==> src/rtl/out_port_rr_arbiter.sv <==
// Round-robin output-port allocator for the 5-port router: grants one requester per cycle into a registered output slot.
// Optional statistics counters are enabled with `define ARB_STATS_EN.
//
// state   | meaning
// --------+-----------------------------------------------
// S_EMPTY | output register holds no flit, valid_out=0
// S_BUSY  | output register holds a flit, valid_out=1
module out_port_rr_arbiter #(
  parameter int DATASIZE = 30,
  parameter int CNT_W    = 16
) (
  input  logic                  clk,
  input  logic                  rst_n,
  input  logic [4:0]            req,
  input  logic [5*DATASIZE-1:0] data_in,
  input  logic                  full_in,
  output logic [4:0]            grant,
  output logic                  valid_out,
  output logic [DATASIZE-1:0]   data_out,
  output logic [5*CNT_W-1:0]    grant_cnt,
  output logic [CNT_W-1:0]      stall_cnt
);

  typedef enum logic {S_EMPTY = 1'b0, S_BUSY = 1'b1} state_t;

  state_t              r_state;
  state_t              w_state_nxt;
  logic [2:0]          r_ptr;
  logic [2:0]          w_ptr_nxt;
  logic [DATASIZE-1:0] r_data;
  logic                w_can_accept;
  logic                w_gnt_any;
  logic [2:0]          w_gnt_idx;
  logic [2:0]          w_cand;
  logic [4:0]          w_grant;
  logic [DATASIZE-1:0] w_gnt_data;

  // (a + b) mod 5 for a, b in 0..4 without widening past 3 bits
  function automatic logic [2:0] mod5_add(input logic [2:0] a, input logic [2:0] b);
    logic [2:0] gap;
    gap = 3'd5 - b;
    if (a >= gap) return a - gap;
    else          return a + b;
  endfunction

  assign w_can_accept = (r_state == S_EMPTY) | ((r_state == S_BUSY) & ~full_in);

  // Scan from farthest to nearest so the nearest requester at/after ptr is left standing
  always_comb begin
    w_gnt_any = 1'b0;
    w_gnt_idx = 3'd0;
    w_cand    = 3'd0;
    for (int k = 4; k >= 0; k--) begin
      w_cand = mod5_add(r_ptr, 3'(k));
      if (req[w_cand]) begin
        w_gnt_any = 1'b1;
        w_gnt_idx = w_cand;
      end
    end
    if (!w_can_accept) w_gnt_any = 1'b0;
  end

  always_comb begin
    w_grant    = '0;
    w_gnt_data = '0;
    for (int i = 0; i < 5; i++) begin
      if (w_gnt_any && (w_gnt_idx == 3'(i))) begin
        w_grant[i] = 1'b1;
        w_gnt_data = data_in[i*DATASIZE +: DATASIZE];
      end
    end
  end

  always_comb begin
    w_state_nxt = r_state;
    w_ptr_nxt   = r_ptr;
    case (r_state)
      S_EMPTY: if (w_gnt_any) w_state_nxt = S_BUSY;
      S_BUSY: begin
        if (w_gnt_any)     w_state_nxt = S_BUSY;
        else if (!full_in) w_state_nxt = S_EMPTY;
      end
      default: w_state_nxt = S_EMPTY;
    endcase
    if (w_gnt_any) w_ptr_nxt = (w_gnt_idx == 3'd4) ? 3'd0 : w_gnt_idx + 3'd1;
  end

  always_ff @(posedge clk or negedge rst_n) begin
    if (!rst_n) begin
      r_state <= S_EMPTY;
      r_ptr   <= 3'd0;
    end else begin
      r_state <= w_state_nxt;
      r_ptr   <= w_ptr_nxt;
    end
  end

  // data_out keeps its last flit after draining; only a grant reloads it
  always_ff @(posedge clk or negedge rst_n) begin
    if (!rst_n)         r_data <= '0;
    else if (w_gnt_any) r_data <= w_gnt_data;
  end

  assign grant     = w_grant;
  assign valid_out = (r_state == S_BUSY);
  assign data_out  = r_data;

`ifdef ARB_STATS_EN
  logic [CNT_W-1:0] r_grant_cnt [5];
  logic [CNT_W-1:0] r_stall_cnt;

  always_ff @(posedge clk or negedge rst_n) begin
    if (!rst_n) begin
      for (int i = 0; i < 5; i++) r_grant_cnt[i] <= '0;
      r_stall_cnt <= '0;
    end else begin
      for (int i = 0; i < 5; i++) begin
        if (w_grant[i] && (r_grant_cnt[i] != '1)) r_grant_cnt[i] <= r_grant_cnt[i] + 1'b1;
      end
      if ((r_state == S_BUSY) && full_in && (r_stall_cnt != '1))
        r_stall_cnt <= r_stall_cnt + 1'b1;
    end
  end

  always_comb begin
    grant_cnt = '0;
    for (int i = 0; i < 5; i++) grant_cnt[i*CNT_W +: CNT_W] = r_grant_cnt[i];
  end
  assign stall_cnt = r_stall_cnt;
`else
  assign grant_cnt = '0;
  assign stall_cnt = '0;
`endif

endmodule

==> config.mk <==
export PLATFORM = sky130hd
export DESIGN_NAME = out_port_rr_arbiter
export DESIGN_NICKNAME = d
export VERILOG_FILES = /design/src/rtl/out_port_rr_arbiter.sv
export SDC_FILE = /design/constraint.sdc
export NUM_CORES = 1
export LEC_CHECK = 0
export CORE_ASPECT_RATIO = 0.8
export CORE_MARGIN = 10
export CORE_UTILIZATION = 45
export DETAILED_ROUTE_END_ITERATION = 12
export PLACE_DENSITY = 0.9
export SETUP_SLACK_MARGIN = 0.05
export SYNTH_ARGS = -nofsm -noshare
export SYNTH_HDL_FRONTEND = slang
export SYNTH_SLANG_ARGS = --single-unit
export TNS_END_PERCENT = 50
==> constraint.sdc <==
create_clock -name clk -period 7.2 [get_ports clk]
set_input_delay 1.08 -clock clk [delete_from_list [all_inputs] [get_ports clk]]
set_output_delay 1.08 -clock clk [all_outputs]
set_load 0.005 [all_outputs]
# Yosys cells after proc, flatten, opt, wreduce, memory -nomap -nowiden

Cells that the tools add are included.

Flip-flop bits (word level): 34
Output and inout port bits: 132

$add $sub $neg: 10
$lt $le $gt $ge: 10
Equality and inequality tests: 4
Multiplexer cells: 41
Bitwise gates (word level): 4
Reductions and logical operators: 6

Operator list:

| operator              | number |
|---|---|
| $mux W30              | 5 |
| $mux W3               | 11 |
| $lt A3 B4 Y1 const B  | 5 |
| $mux W1               | 19 |
| $bmux W1 S3           | 5 |
| $add A3 B1 Y3 const B | 2 |
| $add A3 B2 Y3 const B | 2 |
| $eq A3 B2 Y1 const B  | 2 |
| $ge A3 B2 Y1 const B  | 2 |
| $ge A3 B3 Y1 const B  | 2 |
| $sub A3 B2 Y3 const B | 2 |
| $sub A3 B3 Y3 const B | 2 |
| $logic_and A1 B1 Y1   | 5 |
| $add A3 B3 Y3 const B | 1 |
| $eq A3 B1 Y1 const B  | 1 |
| $eq A3 B3 Y1 const B  | 1 |
| $ge A3 B1 Y1 const B  | 1 |
| $logic_not A3 Y1      | 1 |
| $sub A3 B1 Y3 const B | 1 |
| $not A1 Y1            | 2 |
| $pmux W1 S2           | 1 |
| $and A1 B1 Y1         | 1 |
| $or A1 B1 Y1          | 1 |

# Logic depth before layout (Yosys ltp)

Word-level depth: 16
Gate-level depth with buffers: 21
Gate-level depth less buffers: 17

# Worst setup path after synthesis

OpenSTA, ideal clock, no wires.

Path type: register to output
From: register r_ptr[2]
To: output grant[4]
Data arrival time: 3.976 ns
Required time: 6.120 ns
Setup slack: 2.144 ns
Cell stages (with the launch flop): 19
Path buffers: 4
Cell sequence: dfrtp_1 buf_4 buf_6 inv_1 ha_1 a211oi_2 mux2i_1 mux2i_1 o221ai_2 a41o_1 a21oi_4 clkbuf_1 nand2_1 inv_1 ha_1 inv_1 nor2_1 buf_2 and2_1

Cells in the longest elaborated chain, start to end: 12
Elaborated cells between the ends (all ways): 43

Ends and longest elaborated chain:

| what                                            | RTL line | RTL |
|---|---|---|
| start, declared                                 | 28       | `logic [2:0] r_ptr;` |
| start signal, assigned                          | 94       | `r_ptr <= w_ptr_nxt;` |
| $add A3 B3 Y3, or another cell as far along     | 43       | `else return a + b;` |
| $mux W3                                         | 42       | `if (a >= gap) return a - gap;` |
| $bmux W1 S3                                     | 55       | `if (req[w_cand]) begin` |
| $mux W1 (not written as such)                   | 55       |  |
| $mux W3 or $mux W1 (tied branches) (5 in a row) | 55       |  |
| $eq A3 B3 Y1 or $mux W1 (tied branches)         | 67, 60   |  |
| $logic_and A1 B1 Y1 *                           | 67       | `if (w_gnt_any && (w_gnt_idx == 3'(i))) begin` |
| $mux W1 *                                       | 67       |  |
| end, declared                                   | 17       | `output logic [4:0] grant,` |

Mark *: on every way between the ends. The rest lies on a longest branch, timed or not. The select of a mux whose other input is x is not followed.

# Worst setup path in the final report

From: register r_ptr[2]
To: output grant[1]

Cells in the longest elaborated chain, start to end: 12
Elaborated cells between the ends (all ways): 43

Ends and longest elaborated chain:

| what                                            | RTL line |
|---|---|
| $add A3 B3 Y3, or another cell as far along     | 43 |
| $mux W3                                         | 42 |
| $bmux W1 S3                                     | 55 |
| $mux W1 (not written as such)                   | 55 |
| $mux W3 or $mux W1 (tied branches) (5 in a row) | 55 |
| $eq A3 B1 Y1 or $mux W1 (tied branches)         | 67, 60 |
| $logic_and A1 B1 Y1 *                           | 67 |
| $mux W1 *                                       | 67 |

Marked as above.

==> metrics.md <==
| Metric | Value |
|---|---|
| Status | complete, no violations |
| Yosys reg bits | 34 |
| Die area | 0.0173 mm^2 |
| Synth async-reset ratio | 100% |
| Post-route ant nets | 0 |
| Commonest cells post-synth | buf_4 (104), a211oi_1 (66), nand2_1 (43) |
| Critical Path Fanout Max | 31 |
| Drt total wl | 23.1 mm |
| Layout area overhead | 29.0% |
| Cells after Synth | 719 |
| Hold WS | 0.654 ns |
| CP Launch Point | r_ptr[2] |
| # IOs | 290 |
| Worst clock skew | 0.00628 ns |
| Post-synth EDFFs | 0 |
| CTS tree | built |
| Row cnt | 36 |
| Worst setup path endpoint | grant[1] |
| Upper clock frequency limit | 0.160 GHz |
| Hold Path Class | flip-flop to flip-flop |
| First-pass iteration count of the detailed router | 5 |
| Number of H-tree levels | 2 |
| Placed insts | 1,008 |
| Cells along the critical path | inv_1, ha_1, a211oi_2, mux2i_1, or3_4, o2111ai_1, nand3_1, a21bo_2, a21oi_4, and2_1, clkdlybuf4s50_1 |
| Period Utilization, post-route | 86.9% |
| CTS Buf Count | 5 |
| Postcts setup bufs | 0 |
| Post-cts sizing count | 0 |
| Setup violators final | 0 |
| Vias in the first global route | 6,191 |
| Largest net degree at the start of global routing | 62 |
| Core area | 0.0122 mm^2 |
| Type of origin of the critical path | flip-flop |
| Routability cong. | 0.982 |
| TNS Setup | 0 ns |
| R2r endpoint | data_out[25] |
| Top FF cell, synth | dfrtp_1 |
| Critical Path RT | 6.12 ns |
| Initial drt markers | 617 |
| Fillers | 1,113 |
| CP Capture Type | output port |
| Initial antenna violation count | 0 |
| Number of buffers added on ports | 193 |
| Mapped Area | 0.00559 mm^2 |
| Max_cap viols | 0 |
| Cell variety after synth | 78 |
| Worst r2r src | r_ptr[2] |
| Chip height | 120 um |
| Width of the die | 145 um |
| Clock Tree Buf Depth | 2 |
| Post-route DRC | 0 |
| Initial Utilization | 46.0% |
| Max-slew violations | 0 |
| RSZ-0062 raised after global routing | no |
| Worst Setup Path Type | flip-flop to output port |
| First-pass GRT wire length | 34.8 mm |
| Cells on worst reg2reg path | 16 |
| All-Layer GR Usage | 24.9% |
| Slowest Stage Delay on Critical Path | 0.91 ns |
| Yosys warnings | 0 |
| WP data arrival | 5.17 ns |
| Share of layout cells above drive strength 1 | 6.60% |
| Post-DP HPWL | 17.2 mm |
| Via/cell ratio | 6.15 |
| Clock transition at path regs | 0.06 ns |
| Area contributors post-synth | dfrtp_1 (15%), buf_4 (14%), a211oi_1 (8.9%) |
| FF-to-FF setup slack | 1.51 ns |
| Global route overflow | 0 |
| Non-filler cells, final | 1,016 |
| Vias | 6,248 |
| Mean post-synth cell area | 7.77 um^2 |
| Post-layout util | 59.3% |
| Net count, final | 1,034 |
| Worst Tran Pin Value | 1.15 ns |
| Fin. Hold Viols | 0 |
| Clock root buffer master | clkbuf_16 |
| Count leader, synth | buf_4 |
| CTS hold repair buffers | 0 |
| Antenna Cells | 0 |
| Synth area leader | dfrtp_1 |
| Worst slew margin | 23.1% |
| # clock sinks | 34 |
| Routed wire per std cell | 22.7 um |
| Clk_lat worst skew | 0.28 ns |
| Max stage delay cell, worst path | dfrtp_1 |
| Seq/Total Area, Yosys | 15.2% |
| Final Critical Period | 6.25 ns |
| Synth top area share | 15.2% |
-- worst min path at each step --
stage | startpoint | endpoint | slack, ns | depth (start not counted)
3_5_place_dp | valid_out | valid_out | 0.63 | 2
2_1_floorplan | valid_out | valid_out | 0.52 | 2
5_1_grt | data_out[3] | data_out[3] | 0.68 | 3
4_1_cts | valid_out | valid_out | 0.65 | 2
3_3_place_gp | valid_out | valid_out | 0.63 | 2
6_report | valid_out | valid_out | 0.65 | 2
-- layer usage --
layer / part of all wire [%] / global-route usage, % / vias to the layer above
met4: 1.5 / 6.87 / 0
met3: 12 / 8.04 / 30
met5: 0 / 0 / -
met1: 40 / 32.6 / 2917
li1: - / - / 2884
met2: 46 / 38.3 / 417
-- kinds of logic after synthesis --
kind of cell	share of synthesized area [%]
and+or+nand+nor	21.1
DFF	15.2
AOI/OAI and AO/OA	36.3
buffers and inverters	21.7
adders and majority gates	2.91
xor gates and xnor gates	0.291
other	0.0671
muxes	2.42
-- cells in the final DEF, fill, tap and decap left out, types with 2 or more instances in the layout --
| cell | Yosys | layout |
|---|---|---|
| a31o_1 | 29 | 29 |
| a31oi_1 | 32 | 31 |
| mux2i_1 | 9 | 9 |
| o22ai_1 | 3 | 3 |
| o21ai_0 | 9 | 9 |
| o21a_1 | 3 | 3 |
| nand3b_1 | 3 | 3 |
| mux4_2 | 2 | 2 |
| inv_1 | 8 | 8 |
| or3_4 | 2 | 2 |
| nor3_1 | 35 | 35 |
| clkdlybuf4s50_1 | 0 | 192 |
| buf_4 | 104 | 15 |
| a211oi_1 | 66 | 66 |
| nor2b_1 | 6 | 6 |
| conb_1 | 1 | 96 |
| nor3b_1 | 2 | 2 |
| ha_1 | 13 | 13 |
| and2_1 | 6 | 6 |
| clkbuf_16 | 0 | 5 |
| o21ai_1 | 3 | 2 |
| a211o_1 | 30 | 30 |
| nand3_1 | 36 | 36 |
| nand4_1 | 31 | 31 |
| or3_1 | 4 | 4 |
| dfrtp_1 | 34 | 34 |
| o211ai_4 | 1 | 2 |
| nand2b_1 | 4 | 4 |
| o31ai_1 | 5 | 5 |
| nor2_1 | 42 | 41 |
| o211a_1 | 2 | 2 |
| a21oi_4 | 1 | 2 |
| o2bb2ai_1 | 3 | 3 |
| o211ai_1 | 35 | 35 |
| nand2_1 | 43 | 43 |
| a21oi_1 | 7 | 6 |
| a21boi_0 | 2 | 2 |
| a31o_2 | 3 | 3 |
-- worst max-delay path, delay by kind of cell, from the launching register on --
| kind | cells | cell delay [ns] |
|---|---|---|
| buf+inv | 2 | 0.75 |
| flops | 1 | 0.91 |
| simple gates | 3 | 0.61 |
| fa+ha+maj | 1 | 0.45 |
| mux | 1 | 0.51 |
| compound gates | 4 | 1.66 |
-- sequential cells by signal (all words and copies together), names as in the netlist --
register,flops
data_out,30
valid_out,1
r_ptr,3
-- final cells by class --
type / count / area [um^2] / area share (%)
repair buffers: 208 / 2040 / 28.3
multi-input cells: 605 / 3940 / 54.7
inverters: 9 / 33.8 / 0.469
well taps: 152 / 190 / 2.64
flip-flops and latches: 34 / 851 / 11.8
clock inverters: 2 / 12.5 / 0.174
clock buffers: 6 / 139 / 1.93
-- metrics by stage --
stage	cell area [um^2]	setup slack, ns
after floorplan	5950	2.14
after global placement	7060	1.40
after detailed placement	7060	1.34
after CTS	7210	1.00
after global routing	7210	0.711
final	7210	0.946
Power is not shown: default switching activity piles up to over one toggle a cycle in this logic, so the estimate is an artifact.
